### src/rtl/aging_table_arbiter.sv
`default_nettype none
// ============================================================================
// Module   : aging_table_arbiter
// Purpose  : Shares the single-port aging table RAM between the connection
//            search path (timestamp refresh writes) and the time-out
//            inspector (scan reads / aged-mark writes). Search has fixed
//            priority with a bounded-starvation guard for the inspector.
//            Inspector reads return through a latency-matched pipeline that
//            flags data overtaken by a search write to the same index.
// Revision : 1.0 - initial release
// ============================================================================
module aging_table_arbiter #(
    parameter int d_agingTb  = 9,
    parameter int w_agingTb  = 9,
    parameter int RD_LATENCY = 2,
    parameter int MAX_STARVE = 4,
    parameter int w_starve   = 3
) (
    input  logic                 clk,
    input  logic                 reset,
    input  logic                 srch_valid,
    input  logic [d_agingTb-1:0] srch_idx,
    input  logic [w_agingTb-1:0] srch_data,
    output logic                 srch_ready,
    input  logic                 insp_rdValid,
    input  logic                 insp_wrValid,
    input  logic [d_agingTb-1:0] insp_idx,
    input  logic [w_agingTb-1:0] insp_data,
    output logic                 insp_ready,
    output logic [w_agingTb-1:0] insp_ctx,
    output logic [d_agingTb-1:0] insp_ctxIdx,
    output logic                 insp_ctxValid,
    output logic                 insp_ctxStale,
    output logic [d_agingTb-1:0] ram_idx,
    output logic [w_agingTb-1:0] ram_data,
    output logic                 ram_rden,
    output logic                 ram_wren,
    input  logic [w_agingTb-1:0] ram_q,
    output logic                 err_rdwr
);

    localparam logic [w_starve-1:0] c_max_starve = w_starve'(MAX_STARVE);

    logic                 w_insp_req;
    logic                 w_force;
    logic                 w_srch_gnt;
    logic                 w_insp_gnt;
    logic [w_starve-1:0]  r_starve_cnt;
    logic                 r_ram_rden;
    logic                 r_ram_wren;
    logic                 r_ram_srch;
    logic [d_agingTb-1:0] r_ram_idx;
    logic [w_agingTb-1:0] r_ram_data;
    logic                 r_err_rdwr;
    logic [RD_LATENCY-1:0] r_pipe_vld;
    logic [RD_LATENCY-1:0] r_pipe_stale;
    logic [d_agingTb-1:0]  r_pipe_idx [RD_LATENCY];
    logic [RD_LATENCY-1:0] w_hit;

    // Grant: search wins unless the inspector has waited MAX_STARVE grants.
    // Nothing is accepted while reset is held.
    assign w_insp_req = insp_rdValid | insp_wrValid;
    assign w_force    = (r_starve_cnt == c_max_starve);
    assign srch_ready = reset & (~w_force | ~w_insp_req);
    assign insp_ready = reset & (~srch_valid | (w_force & w_insp_req));
    assign w_srch_gnt = srch_valid & srch_ready;
    assign w_insp_gnt = w_insp_req & insp_ready;

    // Count consecutive search grants that kept a pending inspector waiting.
    always_ff @(posedge clk or negedge reset) begin
        if (!reset) begin
            r_starve_cnt <= '0;
        end else if (w_insp_gnt || !w_insp_req) begin
            r_starve_cnt <= '0;
        end else if (w_srch_gnt && (r_starve_cnt != c_max_starve)) begin
            r_starve_cnt <= r_starve_cnt + 1'b1;
        end
    end

    // Register the granted command onto the RAM pins; address/data hold when idle.
    // A combined read+write request is treated as a write only.
    always_ff @(posedge clk or negedge reset) begin
        if (!reset) begin
            r_ram_rden <= 1'b0;
            r_ram_wren <= 1'b0;
            r_ram_srch <= 1'b0;
            r_ram_idx  <= '0;
            r_ram_data <= '0;
        end else begin
            r_ram_rden <= w_insp_gnt & insp_rdValid & ~insp_wrValid;
            r_ram_wren <= w_srch_gnt | (w_insp_gnt & insp_wrValid);
            r_ram_srch <= w_srch_gnt;
            if (w_srch_gnt) begin
                r_ram_idx  <= srch_idx;
                r_ram_data <= srch_data;
            end else if (w_insp_gnt) begin
                r_ram_idx <= insp_idx;
                if (insp_wrValid) begin
                    r_ram_data <= insp_data;
                end
            end
        end
    end

    // Sticky protocol error: inspector asked to read and write at once.
    always_ff @(posedge clk or negedge reset) begin
        if (!reset) begin
            r_err_rdwr <= 1'b0;
        end else if (insp_rdValid && insp_wrValid) begin
            r_err_rdwr <= 1'b1;
        end
    end

    // A search write now at the RAM pins hits any in-flight read of that index.
    always_comb begin
        w_hit = '0;
        for (int i = 0; i < RD_LATENCY; i++) begin
            w_hit[i] = r_ram_wren & r_ram_srch & r_pipe_vld[i] &
                       (r_pipe_idx[i] == r_ram_idx);
        end
    end

    // First return stage picks up the read issued at the RAM pins.
    always_ff @(posedge clk or negedge reset) begin
        if (!reset) begin
            r_pipe_vld[0]   <= 1'b0;
            r_pipe_stale[0] <= 1'b0;
            r_pipe_idx[0]   <= '0;
        end else begin
            r_pipe_vld[0]   <= r_ram_rden;
            r_pipe_stale[0] <= 1'b0;
            r_pipe_idx[0]   <= r_ram_idx;
        end
    end

    genvar gi;
    generate
        for (gi = 1; gi < RD_LATENCY; gi++) begin : g_pipe
            // Later stages shift the read forward, accumulating stale hits.
            always_ff @(posedge clk or negedge reset) begin
                if (!reset) begin
                    r_pipe_vld[gi]   <= 1'b0;
                    r_pipe_stale[gi] <= 1'b0;
                    r_pipe_idx[gi]   <= '0;
                end else begin
                    r_pipe_vld[gi]   <= r_pipe_vld[gi-1];
                    r_pipe_stale[gi] <= r_pipe_stale[gi-1] | w_hit[gi-1];
                    r_pipe_idx[gi]   <= r_pipe_idx[gi-1];
                end
            end
        end
    endgenerate

    // Return path: data and stale flag are qualified by the valid pulse.
    assign insp_ctxValid = r_pipe_vld[RD_LATENCY-1];
    assign insp_ctxIdx   = r_pipe_idx[RD_LATENCY-1];
    assign insp_ctxStale = r_pipe_vld[RD_LATENCY-1] &
                           (r_pipe_stale[RD_LATENCY-1] | w_hit[RD_LATENCY-1]);
    assign insp_ctx      = r_pipe_vld[RD_LATENCY-1] ? ram_q : '0;

    assign ram_idx  = r_ram_idx;
    assign ram_data = r_ram_data;
    assign ram_rden = r_ram_rden;
    assign ram_wren = r_ram_wren;
    assign err_rdwr = r_err_rdwr;

endmodule
`default_nettype wire

### config.mk
export PLATFORM = sky130hd
export DESIGN_NAME = aging_table_arbiter
export DESIGN_NICKNAME = d
export VERILOG_FILES = /design/src/rtl/aging_table_arbiter.sv
export SDC_FILE = /design/constraint.sdc
export NUM_CORES = 1
export LEC_CHECK = 0
export ABC_AREA = 1
export ABC_CLOCK_PERIOD_IN_PS = 2000
export CAP_MARGIN = 40
export CORE_ASPECT_RATIO = 1.5
export CORE_MARGIN = 1
export CORE_UTILIZATION = 44
export DETAILED_ROUTE_END_ITERATION = 8
export PLACE_DENSITY = 0.86
export SETUP_SLACK_MARGIN = 0.15
export SYNTH_ARGS = -nofsm -noshare
export SYNTH_HDL_FRONTEND = slang
export SYNTH_SLANG_ARGS = --single-unit
### constraint.sdc
create_clock -name clk -period 2 [get_ports clk]
set_input_delay 0.4 -clock clk [delete_from_list [all_inputs] [get_ports clk]]
set_output_delay 0.4 -clock clk [all_outputs]
set_load 0.05 [all_outputs]
==> summary.txt <==
Cells and area
  • Fillers: roughly 400
  • Commonest cells after routing, fill and taps aside: 83 x nand2_1, 47 x clkdlybuf4s50_1, 43 x dfrtp_1
  • Most common cell after layout, fill and taps aside: nand2_1
  • P&R area growth vs syn: 54.4%
  • Share of post-route cells with drive strength above 1: around a quarter
  • # diodes: 0
  • Final nets: roughly 430

Clock network
  • Sink Count: 46
  • Clock root buffer: clkbuf_8
  • Clock transition at the registers of the reported paths: about 0.090 ns
  • Clock Path Buffers: 2
  • CTS tree: built
  • H-tree levels: 2
  • Num CTS Buffers: 5
  • Clk Latency, worst-skew pair: ~0.30 ns

Synth
  • Cells after Synth: approximately 270
  • Unique masters post-synth: 28
  • Synth Warn #: 0
  • Post-synthesis sequential area ratio: 48.7%
  • Syn_nets: between 300 and 400
  • Mapped cell area: between 2000 and 2500 um^2
  • Avg Cell Area, Syn: between 8 and 9 um^2
  • #FFs+latches synth: 46

Run status
  • Outcome: finished clean

GRT
  • First-pass GRT wire length: 8940 um
  • Vias in the first global route: 2100
  • Gr ovfl total: 0
  • Total Routing Usage GR: between 20 and 25%
  • Largest net degree at the start of global routing: 42
  • Initial antenna violation count: 0

STA
  • Final Max Slew Viols: 0
  • Worst Tran Pin Value: 0.523 ns
  • Hold slack: 0.291 ns
  • Final setup vio count: 0
  • RSZ-0062 raised after global routing: true
  • Final worst slack: 0.110 ns
  • Tmin final: approximately 1.9 ns
  • Fmax: 529 MHz
  • Skew final: between 0.004 and 0.005 ns
  • Final period utilization: 94.5%
  • Rel. slew slack: between 60 and 70%
  • Final hold vios: 0

Detailed routing
  • Initial detailed-routing violation count: between 50 and 60
  • Vias: 2120
  • Final wirelength: approximately 5700 um
  • Post-route DRC: 0
  • Initial DRT Pass Iterations: 4
  • Wire per inst: between 10 and 15 um
  • Post-DRT Antenna Nets: 0
  • Vias/cell: 4.72

Die
  • Initial Utilization: around 46%
  • Core area: roughly 5200 um^2
  • FP Rows: 32
  • IO Count: between 90 and 100
  • Die X: slightly above 60 um
  • Die area: 5670 um^2
  • Die height: 91.8 um

Place
  • DP Worst Slack: between 0.001 and 0.0015 ns
  • PortBufs: 92
  • Gp weighted congestion: 0.881
  • DP HPWL: roughly 4300 um

Worst setup path
  • WP data arrival: between 1 and 1.5 ns
  • Top fanout value on the critical path: 4
  • Crit start category: flip-flop
  • Critical path type: flip-flop to output pin
  • Setup crit end kind: output pin
  • Required @ worst endpoint: 1.60 ns

Pwr
  • Peak supply drop: 0.500 mV
  • Pleak: between 1.5 and 2 nW
  • PD cells: between 700 and 800 nW/um^2

Min path
  • Type of the tightest min-delay check: input pin to asynchronous set/reset pin

Flow run
  • Max Cap Violations: 0
[per-stage QoR]
stage	power [mW]	setup TNS [ns]	cell area (um^2)	util, %	instances
4_1_cts	2.77	0	3520	68.1	434
5_1_grt	2.97	-0.0324	3650	70.7	449
2_1_floorplan	1.77	0	2380	-	271
3_3_place_gp	2.09	0	3380	65.4	419
3_5_place_dp	2.12	0	3380	65.4	419
6_report	2.83	0	3650	70.7	449
[layer usage]
layer | track usage, % | routed length, um
met1 | 21.3 | 2030
met2 | 39.2 | 3120
met3 | 5.50 | 388
met4 | 9.26 | 167
met5 | 0 | 0
[critical path, cell delays in order (launching register included)]
cell and delay (ns):
dfrtp_2 0.44, xor2_1 0.16, nor2_1 0.13, nand2_1 0.07, nor2_1 0.08, nor2_1 0.07, nor2_4 0.10, buf_12 0.14
[cell families after synthesis]
logic type / synth area share [%]
and+or+nand+nor: 25.3
buffers and inverters: 12.7
DFF: 48.7
AOI/OAI and AO/OA: 10.4
xor gates and xnor gates: 1.85
adders and majority gates: 1.06
[synth_stat cells, drive strengths merged]
cell type / instances / area share (%)
a31oi: 9 / 4.5
a21boi: 1 / 0.79
nor3: 1 / 0.21
ha: 2 / 1.1
o21ai: 16 / 3.4
nand4: 3 / 0.79
nor2: 24 / 4.8
nand2: 94 / 18
clkbuf: 3 / 0.64
dfrtp: 46 / 49
a21oi: 4 / 0.85
o21bai: 1 / 0.32
inv: 43 / 6.9
nand3: 4 / 1.4
xnor2: 1 / 0.37
o22ai: 2 / 0.53
xor2: 4 / 1.5
buf: 13 / 5.1
[flip-flops by register name, summed over array words and instances, names as in the netlist]
register and flops:
ram_wren 1, ram_data 9, ram_idx 9, r_pipe_vld 1, insp_ctxIdx 9, insp_ctxValid 1, r_pipe_idx 9, err_rdwr 1
r_starve_cnt 3, r_ram_srch 1, r_pipe_stale 1, ram_rden 1
[worst paths after layout]
| kind | cells past startpoint | slack [ns] | to | startpoint |
|---|---|---|---|---|
| setup / recovery | 7 | 0.11 | insp_ctxStale | ram_idx[4] |
| hold / removal | 2 | 0.29 | ram_rden | reset |
| setup reg to reg | 12 | 0.29 | ram_data[8] | r_starve_cnt[0] |
| hold reg to reg | 0 | 0.39 | r_pipe_vld[0] | ram_rden |
| max in group asynchronous | 2 | 1.16 | ram_data[5] | reset |
| min in group clk | 0 | 0.39 | r_pipe_vld[0] | ram_rden |
[what timing repair did]
action	in CTS	in global routing
setup buffers	6	15
pin swaps	3	4
hold endpoints to repair	5	0
setup endpoints to repair	27	7
resized for setup	31	7
hold buffers	1	0
[area by class of cell]
class / instances / area, um^2 / share of cell area (%)
Clock buffer: 6 / 72.6 / 1.99
Clock inverter: 2 / 37.5 / 1.03
Inverter: 43 / 164 / 4.49
Multi-Input combinational cell: 166 / 950 / 26.0
Sequential cell: 46 / 1150 / 31.6
Tap cell: 68 / 85.1 / 2.33
Timing Repair Buffer: 118 / 1190 / 32.5
[report_power, final]
group / leakage [nW] / internal (mW) / switching (mW)
Clock: 0.0514 / 0.373 / 0.309
Combinational: 1.29 / 0.380 / 0.626
Sequential: 0.543 / 1.05 / 0.0902
Total: 1.88 / 1.80 / 1.02
No activity file was read; power rests on OpenSTA's default activity.
